`config.mk`:
```
export PLATFORM = sky130hd
export DESIGN_NAME = booth8_pipe_mul
export DESIGN_NICKNAME = d
export VERILOG_FILES = /design/src/rtl/booth8_pkg.sv /design/src/rtl/booth8_pp_gen.sv /design/src/rtl/booth8_pipe_mul.sv
export SDC_FILE = /design/constraint.sdc
export NUM_CORES = 1
export LEC_CHECK = 0
export CAP_MARGIN = 20
export CORE_ASPECT_RATIO = 0.8
export CORE_MARGIN = 8
export CORE_UTILIZATION = 55
export DETAILED_ROUTE_END_ITERATION = 12
export PLACE_DENSITY = 0.76
export SYNTH_ARGS = -nofsm -noshare
export SYNTH_HDL_FRONTEND = slang
export SYNTH_SLANG_ARGS = --single-unit
export TNS_END_PERCENT = 5
```
`constraint.sdc`:
```
create_clock -name clk -period 5.75 [get_ports clk]
set_input_delay 1.725 -clock clk [delete_from_list [all_inputs] [get_ports clk]]
set_output_delay 1.725 -clock clk [all_outputs]
set_load 0.02 [all_outputs]
```
`src/rtl/booth8_pkg.sv`:
```
// -----------------------------------------------------------------------------
// booth8_pkg
// Shared definitions for the pipelined radix-8 Booth multiplier.
//   booth_sel_t : one-hot magnitude select {1,2,3,4}Y plus negate flag
//   nd()        : number of radix-8 digits needed for a W-bit operand
//   booth8_enc(): recodes one 4-bit window x'[3i+2:3i-1] into a select struct
// -----------------------------------------------------------------------------
package booth8_pkg;

    typedef struct packed {
        logic sel_one;
        logic sel_two;
        logic sel_three;
        logic sel_four;
        logic neg;
    } booth_sel_t;

    // Digits for a (W+1)-bit extended operand: ceil((W+1)/3).
    function automatic int nd(input int w);
        return (w + 3) / 3;
    endfunction

    // Window bits {b3,b2,b1,b0}; digit value = -4*b3 + 2*b2 + b1 + b0.
    // Both zero windows (0000 and 1111) select nothing and carry no negate,
    // so they contribute neither a partial product nor a correction bit.
    function automatic booth_sel_t booth8_enc(input logic [3:0] b);
        booth_sel_t s;
        s = '0;
        case (b)
            4'b0001, 4'b0010: s.sel_one   = 1'b1;
            4'b0011, 4'b0100: s.sel_two   = 1'b1;
            4'b0101, 4'b0110: s.sel_three = 1'b1;
            4'b0111:          s.sel_four  = 1'b1;
            4'b1000:          begin s.sel_four  = 1'b1; s.neg = 1'b1; end
            4'b1001, 4'b1010: begin s.sel_three = 1'b1; s.neg = 1'b1; end
            4'b1011, 4'b1100: begin s.sel_two   = 1'b1; s.neg = 1'b1; end
            4'b1101, 4'b1110: begin s.sel_one   = 1'b1; s.neg = 1'b1; end
            default:          s = '0;
        endcase
        return s;
    endfunction

endpackage

```
`src/rtl/booth8_pp_gen.sv`:
```
// -----------------------------------------------------------------------------
// booth8_pp_gen
// One radix-8 Booth partial product, unshifted, at 2W width.
//   i_sel          : digit select struct from booth8_enc()
//   i_y1..i_y4     : Y', 2Y', 3Y', 4Y' sign/zero-extended to 2W bits
//   o_pp           : selected multiple, one's-complemented when negative
//   o_corr         : +1 correction completing the two's-complement negate
// -----------------------------------------------------------------------------
module booth8_pp_gen
    import booth8_pkg::*;
#(
    parameter int W = 8
) (
    input  booth_sel_t     i_sel,
    input  logic [2*W-1:0] i_y1,
    input  logic [2*W-1:0] i_y2,
    input  logic [2*W-1:0] i_y3,
    input  logic [2*W-1:0] i_y4,
    output logic [2*W-1:0] o_pp,
    output logic           o_corr
);

    logic [2*W-1:0] w_mag;

    assign w_mag = ({(2*W){i_sel.sel_one}}   & i_y1)
                 | ({(2*W){i_sel.sel_two}}   & i_y2)
                 | ({(2*W){i_sel.sel_three}} & i_y3)
                 | ({(2*W){i_sel.sel_four}}  & i_y4);

    // -M = ~M + 1; the +1 is handed to the carry-save tree as o_corr.
    assign o_pp   = i_sel.neg ? ~w_mag : w_mag;
    assign o_corr = i_sel.neg;

endmodule

```
`src/rtl/booth8_pipe_mul.sv`:
```
// -----------------------------------------------------------------------------
// booth8_pipe_mul
// Parametrised 3-stage pipelined radix-8 Booth multiplier, signed or unsigned
// per transaction, valid/ready handshake with full backpressure.
//   clk, rst_n           : clock, asynchronous active-low reset
//   in_valid / in_ready  : operand handshake (in_ready combinational from out_ready)
//   in_x                 : multiplier (Booth-recoded)
//   in_y                 : multiplicand
//   in_signed            : 1 = two's complement operands, 0 = unsigned
//   out_valid / out_ready: result handshake
//   out_p                : 2W-bit exact product
// Stage 1 extends operands and forms 3Y; stage 2 builds partial products and
// reduces them to sum/carry; stage 3 performs the final add.
// -----------------------------------------------------------------------------
module booth8_pipe_mul
    import booth8_pkg::*;
#(
    parameter int W = 8
) (
    input  logic           clk,
    input  logic           rst_n,
    input  logic           in_valid,
    output logic           in_ready,
    input  logic [W-1:0]   in_x,
    input  logic [W-1:0]   in_y,
    input  logic           in_signed,
    output logic           out_valid,
    input  logic           out_ready,
    output logic [2*W-1:0] out_p
);

    localparam int ND = nd(W);   // Booth digit count
    localparam int XW = 3 * ND;  // recoded multiplier width (>= W+1)
    localparam int PW = 2 * W;   // product width

    // ---------------------------------------------------------------- control
    logic w_adv;
    logic r_v1, r_v2, r_v3;

    // The whole pipe moves together: it advances whenever the output slot is
    // empty or being drained. Bubbles travel as empty stages.
    assign w_adv     = out_ready | ~r_v3;
    assign in_ready  = w_adv;
    assign out_valid = r_v3;

    // NOTE: sequential state uses non-blocking assignments so every register
    // samples the pre-edge value of its neighbours.
    always_ff @(posedge clk or negedge rst_n) begin
        if (!rst_n) begin
            r_v1 <= 1'b0;
            r_v2 <= 1'b0;
            r_v3 <= 1'b0;
        end else if (w_adv) begin
            r_v1 <= in_valid;
            r_v2 <= r_v1;
            r_v3 <= r_v2;
        end
    end

    // ---------------------------------------------------------------- stage 1
    logic          w_x_sgn, w_y_sgn;
    logic [XW-1:0] w_x_ext;
    logic [PW-1:0] w_y_ext, w_y3;
    logic [XW-1:0] r1_x;
    logic [PW-1:0] r1_y, r1_y3;

    // The mode bit is folded into the extension here, so it travels with its
    // operands and mixed-mode back-to-back traffic needs no extra state.
    assign w_x_sgn = in_signed & in_x[W-1];
    assign w_y_sgn = in_signed & in_y[W-1];
    assign w_x_ext = {{(XW-W){w_x_sgn}}, in_x};
    assign w_y_ext = {{(PW-W){w_y_sgn}}, in_y};
    assign w_y3    = w_y_ext + {w_y_ext[PW-2:0], 1'b0};

    // NOTE: datapath registers have no reset; their contents are only
    // consumed when the matching valid bit (which is reset) is set.
    always_ff @(posedge clk) begin
        if (w_adv) begin
            r1_x  <= w_x_ext;
            r1_y  <= w_y_ext;
            r1_y3 <= w_y3;
        end
    end

    // ---------------------------------------------------------------- stage 2
    logic [XW:0]   w_xz;
    logic [PW-1:0] w_y2, w_y4;
    booth_sel_t    w_sel [ND];
    logic [PW-1:0] w_pp  [ND];
    logic [ND-1:0] w_corr;

    // Implicit 0 below bit 0: digit i reads x'[3i+2:3i-1] = w_xz[3i+3:3i].
    assign w_xz = {r1_x, 1'b0};
    assign w_y2 = {r1_y[PW-2:0], 1'b0};
    assign w_y4 = {r1_y[PW-3:0], 2'b00};

    for (genvar i = 0; i < ND; i++) begin : g_digit
        assign w_sel[i] = booth8_enc(w_xz[3*i+3 -: 4]);

        booth8_pp_gen #(
            .W(W)
        ) u_pp_gen (
            .i_sel (w_sel[i]),
            .i_y1  (r1_y),
            .i_y2  (w_y2),
            .i_y3  (r1_y3),
            .i_y4  (w_y4),
            .o_pp  (w_pp[i]),
            .o_corr(w_corr[i])
        );
    end

    // Carry-save reduction. Correction bits sit at distinct positions 3i
    // (the low 3i bits of a shifted PP are zero), so they form one extra row
    // that seeds the sum vector; each PP row is then folded in by a 3:2 stage.
    logic [PW-1:0] w_cs_s, w_cs_c;

    // NOTE: every variable written here gets a value before any branch or
    // loop, so no latch can be inferred.
    always_comb begin
        logic [PW-1:0] w_row;
        logic [PW-1:0] w_sum;
        w_cs_s = '0;
        w_cs_c = '0;
        w_row  = '0;
        w_sum  = '0;
        for (int i = 0; i < ND; i++) begin
            w_cs_s[3*i] = w_corr[i];
        end
        for (int i = 0; i < ND; i++) begin
            w_row  = w_pp[i] << (3*i);
            w_sum  = w_cs_s ^ w_cs_c ^ w_row;
            w_cs_c = ((w_cs_s & w_cs_c) | (w_cs_s & w_row) | (w_cs_c & w_row)) << 1;
            w_cs_s = w_sum;
        end
    end

    logic [PW-1:0] r2_s, r2_c;

    always_ff @(posedge clk) begin
        if (w_adv) begin
            r2_s <= w_cs_s;
            r2_c <= w_cs_c;
        end
    end

    // ---------------------------------------------------------------- stage 3
    logic [PW-1:0] r3_p;

    // Empty slots load zero so out_p never exposes stale datapath contents.
    always_ff @(posedge clk or negedge rst_n) begin
        if (!rst_n) begin
            r3_p <= '0;
        end else if (w_adv) begin
            r3_p <= r_v2 ? (r2_s + r2_c) : '0;
        end
    end

    assign out_p = r3_p;

endmodule

```
==> results by group, run 1 <==
Worst setup path
  – Crit. Startpoint: out_ready
  – Startpoint types: input pin
  – Critical path type: in2out
  – Crit end category: primary output
  – Crit-path max FO: 2
  – FF-to-FF Start: r1_x[5]$_DFFE_PP_
  – Critical Path Sink: in_ready
  – Crit path required time: 4.03 ns
  – Flop2flop setup slack: 2.03 ns
  – WP data arrival: 2.96 ns
  – Reg2reg end: r2_s[7]$_DFFE_PP_
  – Worst r2r path cells: 7

Yosys
  – Main synth FF type: edfxtp_1
  – Yosys Warn Count: 0
  – Post-synthesis average cell area: 10.2 um^2
  – Synth Area in Simple Gates: 11.2%
  – Synth Register Bits: 74
  – Seq/Total Area, Yosys: 40.4%
  – Mapped Cells: 517
  – Yosys top cell area share: 31.4%
  – Unique masters post-synth: 61
  – Largest family of logic cells by synthesized area: compound AO/OA/AOI/OAI gates
  – Synth Area in Compound Gates: 20.6%
  – Post-synthesis adder-cell area fraction: 12.7%
  – Synth top area cells: edfxtp_1, dfrtp_1, ha_1, fa_1, a21oi_1
  – Post-synth EDFFs: 55
  – Mux contribution to synthesized area: 5.06%
  – Syn nets: 584
  – Yosys top cell by area: edfxtp_1
  – Share of flip-flops with an asynchronous set or reset: 25.7%
  – Synthesized area: 5260 um^2
  – XOR/XNOR Fraction of Synth Area: 5.99%

CTS
  – Setup bufs post-CTS: 0
  – Worst-path clk slew: 0.06 ns
  – Root Driver: clkbuf_16
  – CTS buffer count: 9
  – CTS tree: built
  – H-tree Lvls: 3
  – Post-cts hold buffer count: 0
  – Clock Path Buffers: 2
  – PostCTS Resize Cnt: 0
  – Clk Latency, worst-skew pair: 0.33 ns
  – TritonCTS Sinks: 74

GRT
  – Gr ovfl total: 0
  – Global-route wire length before repair: 19.3 mm
  – Antenna violations before repair: 0
  – Largest net degree at the start of global routing: 68
  – Total GRT Usage: 18.8%
  – Vias in the first global route: 3891

Pwr
  – Power Dens Cells: 516 nW/um^2
  – Static leakage: 2.41 nW
  – Internal Dissipation: 1.90 mW
  – Net Sw Frac: 38.8%
  – Logic pwr share: 48.3%
  – Clock power frac: 19.2%
  – Sw power: 1.20 mW
  – Peak VDD IR: 0.000234 V
  – Seq pwr share: 32.6%
  – Total power: 3.10 mW

Floorplan
  – Total Die Area: 13000 um^2
  – Die Height: 103 um
  – # rows: 32
  – Initial Utilization: 55.5%
  – Die W: 125 um
  – Core outline area: 9490 um^2
  – # IOs: 39

STA
  – Worst slew pin tran: 0.924 ns
  – Crit path time final: 4.69 ns
  – FMAX: 0.213 GHz
  – RSZ-0062 raised after global routing: false
  – Final Hold Viols: 0
  – Tcrit/Tclk final: 81.6%
  – Final setup vio count: 0
  – Rel. slew slack: 38.4%
  – Worst Clk Skew: 0.00631 ns
  – Setup TNS: 0 ns
  – Final slew viol count: 0
  – WHS: 0.465 ns

Cells and area
  – Ant diodes: 0
  – P&R area growth vs syn: 14.2%
  – Finished layout cell area: 6010 um^2
  – Layout cell share with drive strength beyond 1: 6.65%
  – Filler cells: 766
  – Final layout net count: 603

Routing
  – Final antenna-violating net count: 0
  – Via count: 4072
  – Vias per inst: 6.17
  – Drt wl/cell: 17.6 um
  – Residual DRC count: 0
  – DR pass1 iterations: 6
  – Routed WL: 11.6 mm
  – First DRT Iteration DRCs: 327

Run
  – MaxCap Viol Count: 0

Placement
  – Gpl congestion: 0.860
  – Dpl hpwl: 8.59 mm
  – Placed instance area: 5680 um^2
  – PortBufs: 38

Outcome
  – Outcome: complete, no violations

Worst hold path
  – Hold Crit Class: reg2reg
==> cell usage in the layout, fill, tap and decap left out, types with 6 or more instances in the layout <==
master	instances
a21boi_0	9
a21oi_1	39
a221oi_1	8
a22oi_1	8
and2_1	6
clkbuf_16	12
clkdlybuf4s50_1	38
dfrtp_1	19
edfxtp_1	55
fa_1	11
ha_1	35
inv_1	18
mux2_2	9
mux2i_1	15
nand2_1	52
nand3_1	14
nor2_1	23
nor2b_1	7
o211ai_1	20
o21a_1	6
o21ai_0	24
xnor2_1	21
xor2_1	10
==> per-layer routing <==
metal	up-vias	global-route usage [%]	wire (um)
met4	0	6.62	212
met1	1950	23.4	5270
li1	1961	-	-
met2	145	30.6	5220
met3	16	5.99	914
met5	-	0	0
==> state kept, by name (all words and copies together), names as in the netlist <==
| name | flops |
|---|---|
| out_p | 16 |
| r2_s | 16 |
| r2_c | 12 |
| r1_x | 9 |
| r1_y3 | 9 |
| r1_y | 9 |
| out_valid | 1 |
| r_v1 | 1 |
| r_v2 | 1 |
==> kinds of logic (layout without fill, tap and decap cells) <==
group | Yosys count | in the layout
AOI/OAI and AO/OA | 158 | 158
and+or+nand+nor | 127 | 127
DFF | 74 | 74
buffers and inverters | 53 | 77
adders and majority gates | 47 | 47
xor gates and xnor gates | 33 | 33
muxes | 25 | 25
==> synthesized netlist by cell type, types with 6 or more instances <==
| master | count |
|---|---|
| edfxtp_1 | 55 |
| nand2_1 | 52 |
| a21oi_1 | 39 |
| ha_1 | 35 |
| clkbuf_1 | 24 |
| o21ai_0 | 24 |
| nor2_1 | 23 |
| xnor2_1 | 21 |
| o211ai_1 | 20 |
| dfrtp_1 | 19 |
| inv_1 | 19 |
| mux2i_1 | 15 |
| nand3_1 | 14 |
| fa_1 | 11 |
| xor2_1 | 10 |
| a21boi_0 | 9 |
| mux2_2 | 9 |
| a221oi_1 | 8 |
| a22oi_1 | 8 |
| nor2b_1 | 7 |
| and2_1 | 6 |
| buf_1 | 6 |
| o21a_1 | 6 |
==> through the flow <==
step / instances / utilization [%] / setup slack [ns]
after detailed placement: 644 / 59.9 / 1.06
after CTS: 660 / 63.3 / 1.05
after global routing: 660 / 63.3 / 1.00
final: 660 / 63.3 / 1.06
after floorplan: 517 / - / 0.272
after global placement: 644 / 59.9 / 1.06
==> critical path: stages <==
cell,delay (ns)
clkdlybuf4s50_1,0.46
nor2b_1,0.06
inv_2,0.10
clkdlybuf4s50_1,0.62
==> cell type report <==
cell class                 count  area (um^2)  area share (%)
clock buffer                  15          322            5.35
clock inverter                 1         8.76           0.146
inverter                      20         75.1            1.25
multi-input combinational    390         2930            48.7
sequential                    74         2130            35.4
tap                          119          149            2.48
timing repair buffer          41          403            6.70
==> power groups by stage <==
stage	Clock [mW]	Combinational [mW]	Sequential, mW
finish	0.595	1.50	1.01
global route	0.626	1.69	1.04
CTS	0.604	1.50	1.01
detailed placement	0	1.49	1.02
floorplan	0	1.12	0.979
global placement	0	1.45	1.01
==> worst min path at each step <==
stage	from	end	slack (ns)	depth (start not counted)
after floorplan	r_v1$_DFFE_PN0P_	r_v1$_DFFE_PN0P_	0.44	2
after global placement	out_p[4]$_DFFE_PN0P_	out_p[4]$_DFFE_PN0P_	0.45	2
after detailed placement	out_p[0]$_DFFE_PN0P_	out_p[0]$_DFFE_PN0P_	0.45	2
after CTS	out_p[0]$_DFFE_PN0P_	out_p[0]$_DFFE_PN0P_	0.47	2
after global routing	out_p[0]$_DFFE_PN0P_	out_p[0]$_DFFE_PN0P_	0.48	2
final	out_p[0]$_DFFE_PN0P_	out_p[0]$_DFFE_PN0P_	0.47	2
Note: power is estimated with default switching activity, not from simulation.
==> inputs of run 2 (changes only) <==
Clock period 5.75 ns to 4.7 ns, I/O delays scaled along.
==> run 2 against run 1 <==
  * Sequential cell count did not move
  * Register-to-register slack worse by 0.65 ns
  * Design area fell by 1.0%
  * Wire length grew 0.67%
  * Final cell count is 0.15% higher
  * Sequential share of layout area increased by 0.37 points
==> results by group, run 2 (synthesized netlist as in run 1, its figures left out) <==
Routing
  – Residual DRC count: 0 (unchanged)
  – Via count: 4124 (+1.3%)
  – DR pass1 iterations: 6 (unchanged)
  – Final antenna-violating net count: 0 (unchanged)
  – First DRT Iteration DRCs: 379 (+16%)
  – Routed WL: 11.7 mm (+0.67%)
  – Drt wl/cell: 17.7 um (+0.52%)
  – Vias per inst: 6.24 (+1.1%)

Run
  – MaxCap Viol Count: 0 (unchanged)

Pwr
  – Power Dens Cells: 619 nW/um^2 (+20%)
  – Logic pwr share: 50.2% (+1.9 points)
  – Seq pwr share: 33.4% (+0.8 points)
  – Net Sw Frac: 39.9% (+1.1 points)
  – Sw power: 1.47 mW (+22%)
  – Clock power frac: 16.4% (-2.8 points)
  – Internal Dissipation: 2.21 mW (+16%)
  – Peak VDD IR: 0.000265 V (+13%)
  – Static leakage: 2.38 nW (-1.3%)
  – Total power: 3.68 mW (+19%)

STA
  – Final slew viol count: 0 (unchanged)
  – Rel. slew slack: 40.2% (+1.8 points)
  – Crit path time final: 4.07 ns
  – FMAX: 0.246 GHz
  – Final worst slack: 0.629 ns (-0.432 ns)
  – Final setup vio count: 0 (unchanged)
  – Final Hold Viols: 0 (unchanged)
  – Worst Clk Skew: 0.00302 ns (-0.00329 ns)
  – Tcrit/Tclk final: 86.6%
  – RSZ-0062 raised after global routing: false
  – Setup TNS: 0 ns (unchanged)
  – Worst slew pin tran: 0.898 ns (-0.0268 ns)
  – WHS: 0.464 ns (-0.00109 ns)

Worst setup path
  – Crit end category: primary output
  – Crit-path max FO: 3 (+1)
  – CP max-delay cell: clkdlybuf4s50_1
  – Critical path type: in2out
  – CP cell instances: clkdlybuf4s50_1, nor2b_1, inv_2, clkdlybuf4s50_1
  – Top cell by count, worst path: clkdlybuf4s50_1
  – Crit path required time: 3.29 ns (-0.74 ns)
  – Startpoint types: input pin
  – WP data arrival: 2.66 ns (-0.30 ns)
  – Worst path max stage delay: 0.55 ns (-0.07 ns)

Outcome
  – Outcome: complete, no violations

GRT
  – Global-route wire length before repair: 19.7 mm (+2.1%)
  – Largest net degree at the start of global routing: 67 (-1.5%)
  – Gr ovfl total: 0 (unchanged)
  – Vias in the first global route: 3928 (+0.95%)
  – Antenna violations before repair: 0 (unchanged)
  – Total GRT Usage: 19.1% (+0.35 points)

Floorplan
  – Initial Utilization: 55.5% (unchanged)
  – Die W: 125 um (unchanged)
  – Core outline area: 9490 um^2 (unchanged)
  – # rows: 32 (unchanged)
  – Die Height: 103 um (unchanged)
  – # IOs: 39 (unchanged)
  – Total Die Area: 13000 um^2 (unchanged)

CTS
  – H-tree Lvls: 3 (unchanged)
  – CTS tree: built
  – Worst-path clk slew: 0.05 ns (about the same)
  – TritonCTS Sinks: 74 (unchanged)
  – Post-cts hold buffer count: 0 (unchanged)
  – CTS buffer count: 9 (unchanged)
  – Clk Latency, worst-skew pair: 0.34 ns (about the same)
  – Root Driver: clkbuf_16
  – Clock Path Buffers: 2 (unchanged)
  – PostCTS Resize Cnt: 0 (unchanged)
  – Setup bufs post-CTS: 0 (unchanged)

Cells and area
  – Layout cell share with drive strength beyond 1: 6.46% (-0.20 points)
  – Filler cells: 787 (+2.7%)
  – Most frequent cells in the layout: edfxtp_1, nand2_1, a21oi_1
  – Register area: 2130 um^2 (unchanged)
  – Ant diodes: 0 (unchanged)
  – Final core occ: 62.7% (-0.66 points)
  – Finished layout cell area: 5950 um^2 (-1.0%)
  – Final layout net count: 605 (+0.33%)
  – Most common cell after layout, fill and taps aside: edfxtp_1
  – P&R area growth vs syn: 13.0%
  – Multi-input logic area: 2930 um^2 (unchanged)
  – Non-filler cells, final: 661 (+0.15%)

Placement
  – Gpl congestion: 0.897 (+4.4%)
  – Setup WS pre-CTS: 0.618 ns (-0.445 ns)
  – Dpl hpwl: 8.65 mm (+0.65%)
  – Placed Cells incl. Taps: 646 (+0.31%)
  – Placed instance area: 5700 um^2 (+0.26%)
  – PortBufs: 38 (unchanged)

Worst hold path
  – Hold Crit Class: reg2reg
run 2: layout make-up:
cell class	count	share of cell area (%)
Timing Repair Buffer	43	7.03
Multi-Input combinational cell	390	49.2
Sequential cell	74	35.8
Tap cell	119	2.50
Clock inverter	4	0.337
Clock buffer	11	3.91
Inverter	20	1.26
run 2: path summary, 6_finish.rpt:
check	cells after the start	slack, ns	startpoint	end
worst min-delay path	2	0.46	out_p[3]$_DFFE_PN0P_	out_p[3]$_DFFE_PN0P_
worst max register to register	8	1.38	r1_x[5]$_DFFE_PP_	r2_s[7]$_DFFE_PP_
max in group asynchronous	1	2.64	rst_n	out_p[10]$_DFFE_PN0P_
worst max-delay path	4	0.63	out_ready	in_ready
worst min register to register	2	0.46	out_p[3]$_DFFE_PN0P_	out_p[3]$_DFFE_PN0P_
min in group asynchronous	1	1.55	rst_n	out_p[5]$_DFFE_PN0P_
run 2: power by group through the flow:
stage          logic, mW  registers, mW  clock network [mW]
6_report            1.85           1.23               0.603
5_1_grt             2.08           1.26               0.644
4_1_cts             1.85           1.23               0.612
3_5_place_dp        1.82           1.24                   0
3_3_place_gp        1.78           1.23                   0
2_1_floorplan       1.37           1.19                   0
run 2: routing by layer:
metal | vias to the layer above | global-route usage (%) | wire length (um)
met5 | - | 0 | 0
met4 | 0 | 6.53 | 211
met3 | 26 | 5.74 | 958
met2 | 182 | 30.4 | 5210
met1 | 1952 | 24.7 | 5310
li1 | 1964 | - | -
run 2: worst max-delay path: cells and delay by family:
family	cells	cell delay [ns]
buffers and inverters	3	1.05
AND/OR/NAND/NOR	1	0.19
==> inputs of run 3 (changes only) <==
Settings changed: CORE_MARGIN 8 to 2.
==> run 3 against run 2 <==
  * Via count increased by 0.68%
  * Critical endpoint unchanged
  * Total power grew 1.4%
  * Die area shrank 20%
  * Final cell count down 0.30%
==> results by group, run 3 (synthesized netlist as in run 1, its figures left out) <==
Outcome
  – Outcome: complete, no violations

STA
  – Crit path time final: 4.02 ns (-0.0473 ns)
  – Worst slew pin tran: 0.898 ns (+0.000744 ns)
  – WHS: 0.469 ns (+0.00501 ns)
  – Tcrit/Tclk final: 85.6% (-1.0 points)
  – Worst Clk Skew: 0.00421 ns (+0.00119 ns)
  – Final worst slack: 0.677 ns (+0.0473 ns)
  – Rel. slew slack: 40.1% (-0.050 points)
  – Final Hold Viols: 0 (unchanged)
  – RSZ-0062 raised after global routing: false
  – Final setup vio count: 0 (unchanged)
  – Final slew viol count: 0 (unchanged)
  – FMAX: 0.249 GHz (+1.2%)
  – Setup TNS: 0 ns (unchanged)

Worst hold path
  – Hold Crit Class: reg2reg
  – WHS Path Cells: 2 (unchanged)

Worst setup path
  – FF-to-FF Start: r1_x[2]$_DFFE_PP_
  – Reg2reg end: r2_s[7]$_DFFE_PP_
  – Crit. Startpoint: out_ready
  – Flop2flop setup slack: 1.37 ns (about the same)
  – Startpoint types: input pin
  – Critical Path Sink: in_ready
  – Crit path required time: 3.29 ns (about the same)
  – Critical path type: in2out
  – Worst r2r path cells: 6 (-2)
  – WP data arrival: 2.61 ns (-0.05 ns)
  – Crit end category: primary output
  – Crit-path max FO: 2 (-1)

Cells and area
  – P&R area growth vs syn: 13.6%
  – Finished layout cell area: 5980 um^2 (+0.48%)
  – Layout cell share with drive strength beyond 1: 7.54% (+1.1 points)
  – Most common cell after layout, fill and taps aside: edfxtp_1
  – Final layout net count: 606 (+0.17%)
  – Non-filler cells, final: 659 (-0.30%)
  – Most frequent cells in the layout: edfxtp_1, nand2_1, a21oi_1
  – Ant diodes: 0 (unchanged)
  – Filler cells: 732 (-7.0%)

Routing
  – DR pass1 iterations: 5 (-1)
  – Residual DRC count: 0 (unchanged)
  – Vias per inst: 6.30 (+0.98%)
  – First DRT Iteration DRCs: 403 (+6.3%)
  – Drt wl/cell: 17.9 um (+1.1%)
  – Via count: 4152 (+0.68%)
  – Final antenna-violating net count: 0 (unchanged)
  – Routed WL: 11.8 mm (+0.78%)

Floorplan
  – Initial Utilization: 57.2% (+1.8 points)
  – Core outline area: 9190 um^2 (-3.1%)
  – Die Height: 91.5 um (-12%)
  – # rows: 31 (-3.1%)
  – Total Die Area: 10400 um^2 (-20%)
  – # IOs: 39 (unchanged)
  – Die W: 113 um (-9.6%)

GRT
  – Global-route wire length before repair: 20.1 mm (+2.2%)
  – Antenna violations before repair: 0 (unchanged)
  – Vias in the first global route: 3970 (+1.1%)
  – Total GRT Usage: 24.6% (+5.5 points)
  – Largest net degree at the start of global routing: 68 (+1.5%)
  – Gr ovfl total: 0 (unchanged)

Pwr
  – Peak VDD IR: 0.000302 V (+14%)
  – Static leakage: 2.40 nW (+1.2%)
  – Power Dens Cells: 624 nW/um^2 (+0.93%)

Placement
  – Placed instance area: 5700 um^2 (about the same)
  – PortBufs: 38 (unchanged)
  – Setup WS pre-CTS: 0.680 ns (+0.0616 ns)
  – Gpl congestion: 0.910 (+1.4%)
  – Dpl hpwl: 8.74 mm (+1.0%)
  – Placed Cells incl. Taps: 643 (-0.46%)

CTS
  – TritonCTS Sinks: 74 (unchanged)
  – H-tree Lvls: 3 (unchanged)
  – Clock Path Buffers: 2 (unchanged)
  – Post-cts hold buffer count: 0 (unchanged)
  – PostCTS Resize Cnt: 0 (unchanged)
  – CTS buffer count: 9 (unchanged)
  – Worst-path clk slew: 0.06 ns (about the same)
  – Setup bufs post-CTS: 0 (unchanged)
  – CTS tree: built
  – Clk Latency, worst-skew pair: 0.34 ns (about the same)
  – Root Driver: clkbuf_16

Run
  – MaxCap Viol Count: 0 (unchanged)
## run 3: changes by cell type in the layout (fill, tap and decap cells not counted), sizes merged
| cell | delta |
|---|---|
| clkbuf | -1 |
| clkinvlp | -1 |
| buf | +1 |
| inv | +2 |
| clkinv | +1 |
## run 3: where the power goes
part	internal [mW]	leakage (nW)	switching [mW]
registers	1.04	0.813	0.197
logic	0.827	1.45	1.03
clock network	0.372	0.143	0.267
total	2.24	2.40	1.50
## run 3: how the worst min path moves through the flow
stage | end | slack (ns) | from
2_1_floorplan | r_v1$_DFFE_PN0P_ | 0.44 | r_v1$_DFFE_PN0P_
3_5_place_dp | out_p[0]$_DFFE_PN0P_ | 0.46 | out_p[0]$_DFFE_PN0P_
3_3_place_gp | out_p[3]$_DFFE_PN0P_ | 0.45 | out_p[3]$_DFFE_PN0P_
6_report | out_p[0]$_DFFE_PN0P_ | 0.47 | out_p[0]$_DFFE_PN0P_
5_1_grt | r_v1$_DFFE_PN0P_ | 0.51 | r_v1$_DFFE_PN0P_
4_1_cts | out_p[0]$_DFFE_PN0P_ | 0.47 | out_p[0]$_DFFE_PN0P_
## run 3: worst max-delay path, stage by stage
cell and delay, ns:
clkdlybuf4s50_1 0.40, nor2b_1 0.20, inv_2 0.07, clkdlybuf4s50_1 0.54
## run 3: final cells by class
| class | instances | area, um^2 | share of cell area (%) |
|---|---|---|---|
| multi-input combinational | 390 | 2930 | 49.0 |
| sequential | 74 | 2130 | 35.6 |
| timing repair buffer | 44 | 425 | 7.12 |
| clock buffer | 10 | 239 | 4.00 |
| tap | 115 | 144 | 2.41 |
| inverter | 20 | 75.1 | 1.26 |
| clock inverter | 6 | 40.0 | 0.670 |
## run 3: metrics by stage
stage | power (mW) | util (%)
floorplan | 2.56 | -
CTS | 3.74 | 65.0
global route | 4.04 | 65.0
detailed placement | 3.08 | 62.0
global placement | 3.01 | 62.0
finish | 3.73 | 65.0
## run 3: metal layers
metal	GRT usage [%]	wire length [um]	share of wire, %
met1	34.8	5410	46
met2	37.8	5380	46
met3	6.34	817	6.9
met4	6.50	173	1.5
met5	0	0	0
